===== config.mk =====
export PLATFORM = sky130hd
export DESIGN_NAME = mu_alu_requester
export DESIGN_NICKNAME = d
export VERILOG_FILES = /design/src/rtl/mu_alu_requester.sv
export SDC_FILE = /design/constraint.sdc
export NUM_CORES = 1
export LEC_CHECK = 0
export ABC_AREA = 0
export CAP_MARGIN = 10
export CORE_UTILIZATION = 30
export CTS_CLUSTER_SIZE = 14
export DETAILED_ROUTE_END_ITERATION = 10
export SLEW_MARGIN = 15
export SYNTH_ARGS = -nofsm -noshare
export SYNTH_HDL_FRONTEND = slang
export SYNTH_SLANG_ARGS = --single-unit

===== constraint.sdc =====
create_clock -name clk -period 1.8 [get_ports clk]
set_input_delay 0.18 -clock clk [delete_from_list [all_inputs] [get_ports clk]]
set_output_delay 0.18 -clock clk [all_outputs]
set_load 0.1 [all_outputs]

===== src/rtl/mu_alu_requester.sv =====
// mu_alu_requester: issues one command at a time to a multi-cycle mu-ALU, with wait timeout
// and illegal-opcode handling. Define MU_REQ_ACCUM_EN to build the saturating mu_total accumulator.
module mu_alu_requester #(
  parameter int unsigned TIMEOUT_CYCLES = 64
) (
  input  logic        clk,
  input  logic        rst,
  input  logic        cmd_valid,
  output logic        cmd_ready,
  input  logic [2:0]  cmd_op,
  input  logic [31:0] cmd_a,
  input  logic [31:0] cmd_b,
  output logic [2:0]  alu_op,
  output logic [31:0] alu_a,
  output logic [31:0] alu_b,
  output logic        alu_valid,
  input  logic [31:0] alu_result,
  input  logic        alu_ready,
  input  logic        alu_overflow,
  output logic        rsp_valid,
  input  logic        rsp_ready,
  output logic [31:0] rsp_result,
  output logic        rsp_overflow,
  output logic        rsp_timeout,
  output logic        rsp_illegal,
  output logic [15:0] ops_done,
  output logic [31:0] mu_total
);

  typedef enum logic [1:0] {IDLE, ISSUE, WAIT, RESP} state_e;

  localparam logic [2:0] OP_INFO_GAIN = 3'd5;
  localparam logic [7:0] LAST_WAIT    = 8'(TIMEOUT_CYCLES - 1);

  state_e      state_q, state_d;
  logic        cmd_ready_q, cmd_ready_d;
  logic        alu_valid_q, alu_valid_d;
  logic [2:0]  alu_op_q, alu_op_d;
  logic [31:0] alu_a_q, alu_a_d;
  logic [31:0] alu_b_q, alu_b_d;
  logic        rsp_valid_q, rsp_valid_d;
  logic [31:0] rsp_result_q, rsp_result_d;
  logic        rsp_overflow_q, rsp_overflow_d;
  logic        rsp_timeout_q, rsp_timeout_d;
  logic        rsp_illegal_q, rsp_illegal_d;
  logic [15:0] ops_done_q, ops_done_d;
  logic [7:0]  wait_cnt_q, wait_cnt_d;

  logic accept;
  logic rsp_fire;

  assign accept   = cmd_valid && cmd_ready_q;
  assign rsp_fire = (state_q == RESP) && rsp_ready;

  always_comb begin
    // NOTE: every _d gets a hold/default value first so no path through the case infers a latch.
    state_d        = state_q;
    cmd_ready_d    = 1'b0;
    alu_valid_d    = 1'b0;
    alu_op_d       = alu_op_q;
    alu_a_d        = alu_a_q;
    alu_b_d        = alu_b_q;
    rsp_valid_d    = rsp_valid_q;
    rsp_result_d   = rsp_result_q;
    rsp_overflow_d = rsp_overflow_q;
    rsp_timeout_d  = rsp_timeout_q;
    rsp_illegal_d  = rsp_illegal_q;
    ops_done_d     = ops_done_q;
    wait_cnt_d     = wait_cnt_q;

    unique case (state_q)
      IDLE: begin
        // cmd_ready is registered, so it stays low for the first IDLE cycle after RESP or reset.
        cmd_ready_d = !accept;
        if (accept) begin
          alu_op_d = cmd_op;
          alu_a_d  = cmd_a;
          alu_b_d  = cmd_b;
          if (cmd_op[2] && cmd_op[1]) begin
            state_d        = RESP;
            rsp_valid_d    = 1'b1;
            rsp_result_d   = '0;
            rsp_overflow_d = 1'b0;
            rsp_timeout_d  = 1'b0;
            rsp_illegal_d  = 1'b1;
          end else begin
            state_d     = ISSUE;
            alu_valid_d = 1'b1;
          end
        end
      end
      ISSUE: begin
        state_d    = WAIT;
        wait_cnt_d = '0;
      end
      WAIT: begin
        if (alu_ready) begin
          state_d        = RESP;
          rsp_valid_d    = 1'b1;
          rsp_result_d   = alu_result;
          rsp_overflow_d = alu_overflow;
          rsp_timeout_d  = 1'b0;
          rsp_illegal_d  = 1'b0;
        end else if (wait_cnt_q == LAST_WAIT) begin
          state_d        = RESP;
          rsp_valid_d    = 1'b1;
          rsp_result_d   = '0;
          rsp_overflow_d = 1'b0;
          rsp_timeout_d  = 1'b1;
          rsp_illegal_d  = 1'b0;
        end else begin
          wait_cnt_d = wait_cnt_q + 8'd1;
        end
      end
      RESP: begin
        if (rsp_ready) begin
          state_d     = IDLE;
          rsp_valid_d = 1'b0;
          ops_done_d  = ops_done_q + 16'd1;
        end
      end
      default: state_d = IDLE;
    endcase
  end

  always_ff @(posedge clk) begin
    // NOTE: non-blocking assignments so every flop samples the pre-edge value of every other flop.
    if (rst) begin
      state_q        <= IDLE;
      cmd_ready_q    <= 1'b0;
      alu_valid_q    <= 1'b0;
      alu_op_q       <= '0;
      alu_a_q        <= '0;
      alu_b_q        <= '0;
      rsp_valid_q    <= 1'b0;
      rsp_result_q   <= '0;
      rsp_overflow_q <= 1'b0;
      rsp_timeout_q  <= 1'b0;
      rsp_illegal_q  <= 1'b0;
      ops_done_q     <= '0;
      wait_cnt_q     <= '0;
    end else begin
      state_q        <= state_d;
      cmd_ready_q    <= cmd_ready_d;
      alu_valid_q    <= alu_valid_d;
      alu_op_q       <= alu_op_d;
      alu_a_q        <= alu_a_d;
      alu_b_q        <= alu_b_d;
      rsp_valid_q    <= rsp_valid_d;
      rsp_result_q   <= rsp_result_d;
      rsp_overflow_q <= rsp_overflow_d;
      rsp_timeout_q  <= rsp_timeout_d;
      rsp_illegal_q  <= rsp_illegal_d;
      ops_done_q     <= ops_done_d;
      wait_cnt_q     <= wait_cnt_d;
    end
  end

  assign cmd_ready    = cmd_ready_q;
  assign alu_valid    = alu_valid_q;
  assign alu_op       = alu_op_q;
  assign alu_a        = alu_a_q;
  assign alu_b        = alu_b_q;
  assign rsp_valid    = rsp_valid_q;
  assign rsp_result   = rsp_result_q;
  assign rsp_overflow = rsp_overflow_q;
  assign rsp_timeout  = rsp_timeout_q;
  assign rsp_illegal  = rsp_illegal_q;
  assign ops_done     = ops_done_q;

`ifdef MU_REQ_ACCUM_EN
  logic [31:0] mu_total_q, mu_total_d;
  logic [32:0] mu_sum;

  // Only clean INFO_GAIN results are charged; illegal ops latch 6/7 and never match.
  always_comb begin
    mu_sum     = {1'b0, mu_total_q} + {1'b0, rsp_result_q};
    mu_total_d = mu_total_q;
    if (rsp_fire && (alu_op_q == OP_INFO_GAIN) && !rsp_overflow_q && !rsp_timeout_q)
      mu_total_d = mu_sum[32] ? '1 : mu_sum[31:0];
  end

  always_ff @(posedge clk) begin
    if (rst) mu_total_q <= '0;
    else     mu_total_q <= mu_total_d;
  end

  assign mu_total = mu_total_q;
`else
  logic unused_rsp_fire;
  assign unused_rsp_fire = rsp_fire;
  assign mu_total        = '0;
`endif

endmodule


==> impl_metrics.env, run 1 <==
export IMPL_status="completed"
export IMPL_vias=4683
export IMPL_grt_usage_pct=16.14
export IMPL_cp_required_ns=2.14
export IMPL_final_common_cell="nand2_1"
export IMPL_drc_errors=0
export IMPL_max_stage_delay_ns=0.38
export IMPL_avgSynthCellArea_sq_um=8.850
export IMPL_io_buffers=225
export IMPL_path_class="reg2reg"
export IMPL_core_area_sq_um=16580
export IMPL_post_dp_cell_area_sq_um=7204
export IMPL_wl_met2_um=6925
export IMPL_fin_nets=909
export IMPL_crit_arrival_ns=2.05
export IMPL_die_w_um=132.1
export IMPL_first_pass_iters=6
export IMPL_gp_congestion=0.8452
export IMPL_yosys_register_bits=131
export IMPL_boundaryPins=258
export IMPL_die_area_sq_um=17460
export IMPL_wl_um=14200
export IMPL_design_area_sq_um=7888
export IMPL_start_kind="register"
export IMPL_wl_met3_um=944
export IMPL_power_switching_w=0.004373
export IMPL_grt_max_degree=69
export IMPL_start_util_pct=30.63
export IMPL_clock_latency_ns=0.41
export IMPL_timing_fmax_mhz=584.2
export IMPL_dr_max_layer_used="met4"
export IMPL_synth_edf_count=0
export IMPL_num_rows=47
export IMPL_most_common_layout_cells="147 x nand2_1, 133 x buf_4, 119 x dfxtp_1, 103 x clkdlybuf4s50_1, 78 x a21oi_1"
export IMPL_viasPerCell=4.547
export IMPL_netSwitchingFraction_pct=39.16
export IMPL_dp_hpwl_um=10140
export IMPL_hold_slack_ns=0.1127
export IMPL_comb_power_share_pct=34.4
export IMPL_overflow=0
export IMPL_p_clk_share_pct=35.7
export IMPL_p_leak_nw=3.234
export IMPL_rsz0062_at_grt="false"
export IMPL_synthToLayoutAreaGrowth_pct=55.27
export IMPL_synthArstFlopShare_pct=0
export IMPL_ctsHoldBuffers=0
export IMPL_post_route_util_pct=47.56
export IMPL_fin_worst_skew_ns=0.01055
export IMPL_cts_root_buffer="clkbuf_16"
export IMPL_clkTransAtPathRegs_ns=0.06
export IMPL_worstHoldPathType="in2reg"
export IMPL_finalHoldViolCount=0
export IMPL_avgRoutedWirePerCell_um=13.79
export IMPL_power_density_nw_per_um2=1416
export IMPL_die_height_um=132.1
export IMPL_cts_tree="done"
export IMPL_timing_final_crit_share_pct=95.10
export IMPL_crit_chain="ha_1 -> nand4bb_1 -> o21ai_1 -> buf_4 -> mux2_2 -> nor2_1"
export IMPL_drt_iter0_markers=167
export IMPL_antenna_cells=0
export IMPL_grt_pass1_vias=4436
export IMPL_ys_flop_type="dfxtp_1"
export IMPL_total_power_w=0.01117
export IMPL_wl_met1_um=6075
export IMPL_cts_buffers=17
export IMPL_yosysUniqueCellTypes=46
export IMPL_fin_crit_ns=1.712
export IMPL_post_cts_resized=0
export IMPL_slowest_stage="dfxtp_1"
export IMPL_clock_sinks=131
export IMPL_maxCapViolCount=0
export IMPL_ant_nets=0
export IMPL_cp_max_fo=10
export IMPL_synth_cells=574
export IMPL_share_seq_of_total_power_pct=29.9
export IMPL_antenna_found_initial=0
export IMPL_cts_max_level=4
export IMPL_grt_pass1_wl_um=22320
export IMPL_yosys_warnings=0
export IMPL_drv_slew=0
export IMPL_power_internal_w=0.006794
export IMPL_drive_above_1_share_pct=23.21
export IMPL_setup_viol=0
export IMPL_tns_ns=0
export IMPL_yosysSeqAreaShare_pct=51.63
export IMPL_cts_setup_buffers=0
export IMPL_cts_buffer_depth=2
export IMPL_peakVddDrop_mv=0.7273
export IMPL_end_kind="register"
export IMPL_syn_cell_area_sq_um=5080
## through the flow
stage | cells | setup slack, ns
after detailed placement | 998 | 0.06107
after global placement | 998 | 0.08645
after CTS | 1030 | 0.1023
after floorplan | 605 | 0.007435
after global routing | 1030 | 0.0004057
final | 1030 | 0.08826
## logic make-up (layout without fill, tap and decap cells)
group	after synthesis	after routing	synth area share, %
compound gates	130	130	15.99
xor+xnor	15	15	2.586
fa+ha+maj	7	7	1.724
buf+inv	74	279	8.670
flops	131	131	51.63
mux	2	2	0.4187
other cells	1	32	0.07382
simple gates	214	214	18.92
## per-layer routing
metal / vias up / global-route usage (%)
li1: 2322 / -
met1: 2172 / 19.18
met2: 171 / 27.19
met3: 18 / 5.075
met4: 0 / 6.008
met5: - / 0
## synth_stat cells (all sizes together) (6+ instances only)
cell / number / area share (%)
dfxtp: 131 / 52
ha: 7 / 1.7
a21oi: 79 / 7.9
o21ai: 7 / 0.69
inv: 6 / 0.44
buf: 52 / 7.0
nand4: 9 / 1.4
nand3: 9 / 0.89
a22o: 33 / 5.7
nand2: 147 / 11
nor2: 19 / 1.4
xor2: 10 / 1.7
clkbuf: 16 / 1.2
## power by group through the flow
stage	registers (W)	logic, W	clock network (W)
2_1_floorplan	0.00511	0.00124	0
3_3_place_gp	0.00339	0.00382	0
3_5_place_dp	0.00340	0.00386	0
4_1_cts	0.00334	0.00386	0.00408
5_1_grt	0.00337	0.00404	0.00421
6_report	0.00334	0.00384	0.00399
## area by class of cell
type	count	area, sq um
clock buffers	21	460.4
well taps	220	275.3
repair buffers	241	2130
flip-flops and latches	131	2638
inverters	6	22.52
fillers	1611	8696
multi-input cells	400	2140
clock inverters	11	222.7
## sequential cells by signal, indices dropped and copies added (netlist names), 2 cells and up
register and cells:
alu_a 32, alu_b 32, alu_op 3, ops_done 16, rsp_result 32, state_q 2, wait_cnt_q 8
## critical path: cells and delay by family (launching register included)
kind | cells | cell delay, ns
flops | 1 | 0.38
simple gates | 2 | 0.25
fa+ha+maj | 1 | 0.23
compound gates | 1 | 0.23
buf+inv | 1 | 0.21
mux | 1 | 0.34
## path summary, 6_finish.rpt
path / startpoint / endpoint / slack, ns / depth (start not counted)
worst max register to register: wait_cnt_q[0] / wait_cnt_q[0] / 0.09 / 6
worst min register to register: alu_a[29] / alu_a[29] / 0.45 / 2
worst max-delay path: wait_cnt_q[0] / wait_cnt_q[0] / 0.09 / 6
worst min-delay path: rst / ops_done[4] / 0.11 / 2
No activity file was read; power rests on OpenSTA's default activity.
==> run 2, diff against run 1 <==
- CTS_CLUSTER_SIZE: 14 -> not set
==> results of run 2 <==
No change in the layout: final DEF, timing and power equal those of run 1.
==> run 3, diff against run 2 <==
- CORE_UTILIZATION: 30 -> 40
- PLACE_DENSITY: not set -> 0.8
==> run 3 against run 2 <==
Setup slack better by 0.0037 ns. Final area fell by 1.1%. Routed wire length up 0.66%. First-iteration DRC count up 22%. Clock power decreased by 7.3%. Non-clock buffer count up 2. Core utilization increased by 16 points. Register-to-register slack about the same. Fmax increased by 0.22%. Critical path depth grew 1. Clock skew fell by 0.0049 ns. Critical path type unchanged. Largest power group is now combinational cells. Highest routed layer unchanged.
==> impl_metrics.env, run 3 (same netlist as run 1, synthesis figures left out) <==
export IMPL_dp_cells=948
export IMPL_wl_met3_um=1163
export IMPL_cts_buffer_depth=2
export IMPL_dr_max_layer_used="met4"
export IMPL_cp_required_ns=2.14
export IMPL_end_kind="register"
export IMPL_maxCapViolCount=0
export IMPL_vias=4780
export IMPL_cts_root_buffer="clkbuf_16"
export IMPL_min_delay_start="rst"
export IMPL_drt_iter0_markers=203
export IMPL_peakVddDrop_mv=0.6895
export IMPL_cts_buffers=17
export IMPL_clock_sinks=131
export IMPL_fin_nets=911
export IMPL_drv_slew=0
export IMPL_cp_max_fo=8
export IMPL_finalHoldViolCount=0
export IMPL_rr_startpoint="state_q[0]"
export IMPL_power_density_nw_per_um2=1398
export IMPL_start_kind="register"
export IMPL_grt_pass1_vias=4608
export IMPL_die_area_sq_um=13150
export IMPL_timing_fmax_mhz=585.5
export IMPL_drc_errors=0
export IMPL_core_area_sq_um=12210
export IMPL_start_util_pct=41.60
export IMPL_path_class="reg2reg"
export IMPL_synthToLayoutAreaGrowth_pct=53.60
export IMPL_first_pass_iters=4
export IMPL_antenna_found_initial=0
export IMPL_antenna_cells=0
export IMPL_fin_cells=980
export IMPL_clock_latency_ns=0.41
export IMPL_wl_met1_um=5539
export IMPL_ant_nets=0
export IMPL_die_height_um=114.7
export IMPL_worstHoldPathType="in2reg"
export IMPL_wl_um=14290
export IMPL_gp_congestion=0.8256
export IMPL_post_route_util_pct=63.89
export IMPL_boundaryPins=258
export IMPL_fin_crit_ns=1.708
export IMPL_total_power_w=0.01091
export IMPL_grt_max_degree=43
export IMPL_cts_max_level=4
export IMPL_timing_final_crit_share_pct=94.89
export IMPL_drive_above_1_share_pct=23.65
export IMPL_most_common_layout_cells="147 x nand2_1, 135 x buf_4, 119 x dfxtp_1, 103 x clkdlybuf4s50_1, 78 x a21oi_1"
export IMPL_viasPerCell=4.878
export IMPL_cp_startpoint="state_q[0]"
export IMPL_overflow=0
export IMPL_setup_ws_ns=0.09198
export IMPL_area_sequential_sq_um=2638
export IMPL_clkTransAtPathRegs_ns=0.05
export IMPL_fillers=1043
export IMPL_p_leak_nw=3.229
export IMPL_crit_arrival_ns=2.05
export IMPL_grt_pass1_wl_um=21750
export IMPL_pre_cts_slack_ns=-0.006614
export IMPL_cts_tree="done"
export IMPL_die_w_um=114.7
export IMPL_final_common_cell="nand2_1"
export IMPL_fin_worst_skew_ns=0.005630
export IMPL_dp_hpwl_um=10430
export IMPL_setup_viol=0
export IMPL_grt_usage_pct=21.06
export IMPL_status="completed"
export IMPL_multi_input_area_sq_um=2148
export IMPL_avgRoutedWirePerCell_um=14.59
export IMPL_io_buffers=225
export IMPL_wl_met2_um=7369
export IMPL_num_rows=40
[run 3: path summary, 6_finish.rpt]
kind | slack (ns) | depth (start not counted) | endpoint
setup / recovery | 0.09 | 7 | wait_cnt_q[0]
hold / removal | 0.14 | 2 | ops_done[9]
setup reg to reg | 0.09 | 7 | wait_cnt_q[0]
hold reg to reg | 0.45 | 2 | alu_b[19]
[run 3: metrics by stage]
| step | setup TNS (ns) | hold WS (ns) | area [sq um] |
|---|---|---|---|
| after floorplan | 0 | 0.2793 | 5211 |
| after global placement | 0 | 0.4430 | 7154 |
| after detailed placement | -0.01161 | 0.4481 | 7154 |
| after CTS | 0 | 0.1280 | 7794 |
| after global routing | -0.005187 | 0.1380 | 7802 |
| final | 0 | 0.1399 | 7802 |
[run 3: timing repair]
| item | in CTS | in global routing |
|---|---|---|
| hold buffers | 0 | 0 |
| setup endpoints to repair | 0 | 61 |
| gates resized for setup | 0 | 3 |
| buffers inserted | 0 | 0 |
[run 3: power by group]
part	internal, W	switching (W)	total (W)
Clock	0.00247	0.00123	0.00370
Sequential	0.00318	0.000161	0.00334
Combinational	0.000947	0.00292	0.00387
[run 3: layout make-up]
cell class / instances / area share [%]
repair buffers: 243 / 27.49
multi-input cells: 400 / 27.53
flip-flops and latches: 131 / 33.80
clock inverters: 8 / 1.892
well taps: 168 / 2.694
inverters: 6 / 0.2886
clock buffers: 24 / 6.302
[run 3: critical path: stages (launching register included)]
cell     delay [ns]
dfxtp_1        0.38
inv_1          0.11
ha_1           0.22
and2b_1        0.20
o21ai_2        0.11
buf_4          0.21
mux2_2         0.34
nor2_1         0.08
[run 3: metal layers]
layer / global-route usage [%] / up-vias
met2: 38.26 / 180
li1: - / 2334
met3: 7.464 / 23
met5: 0 / -
met4: 7.792 / 0
met1: 22.31 / 2243
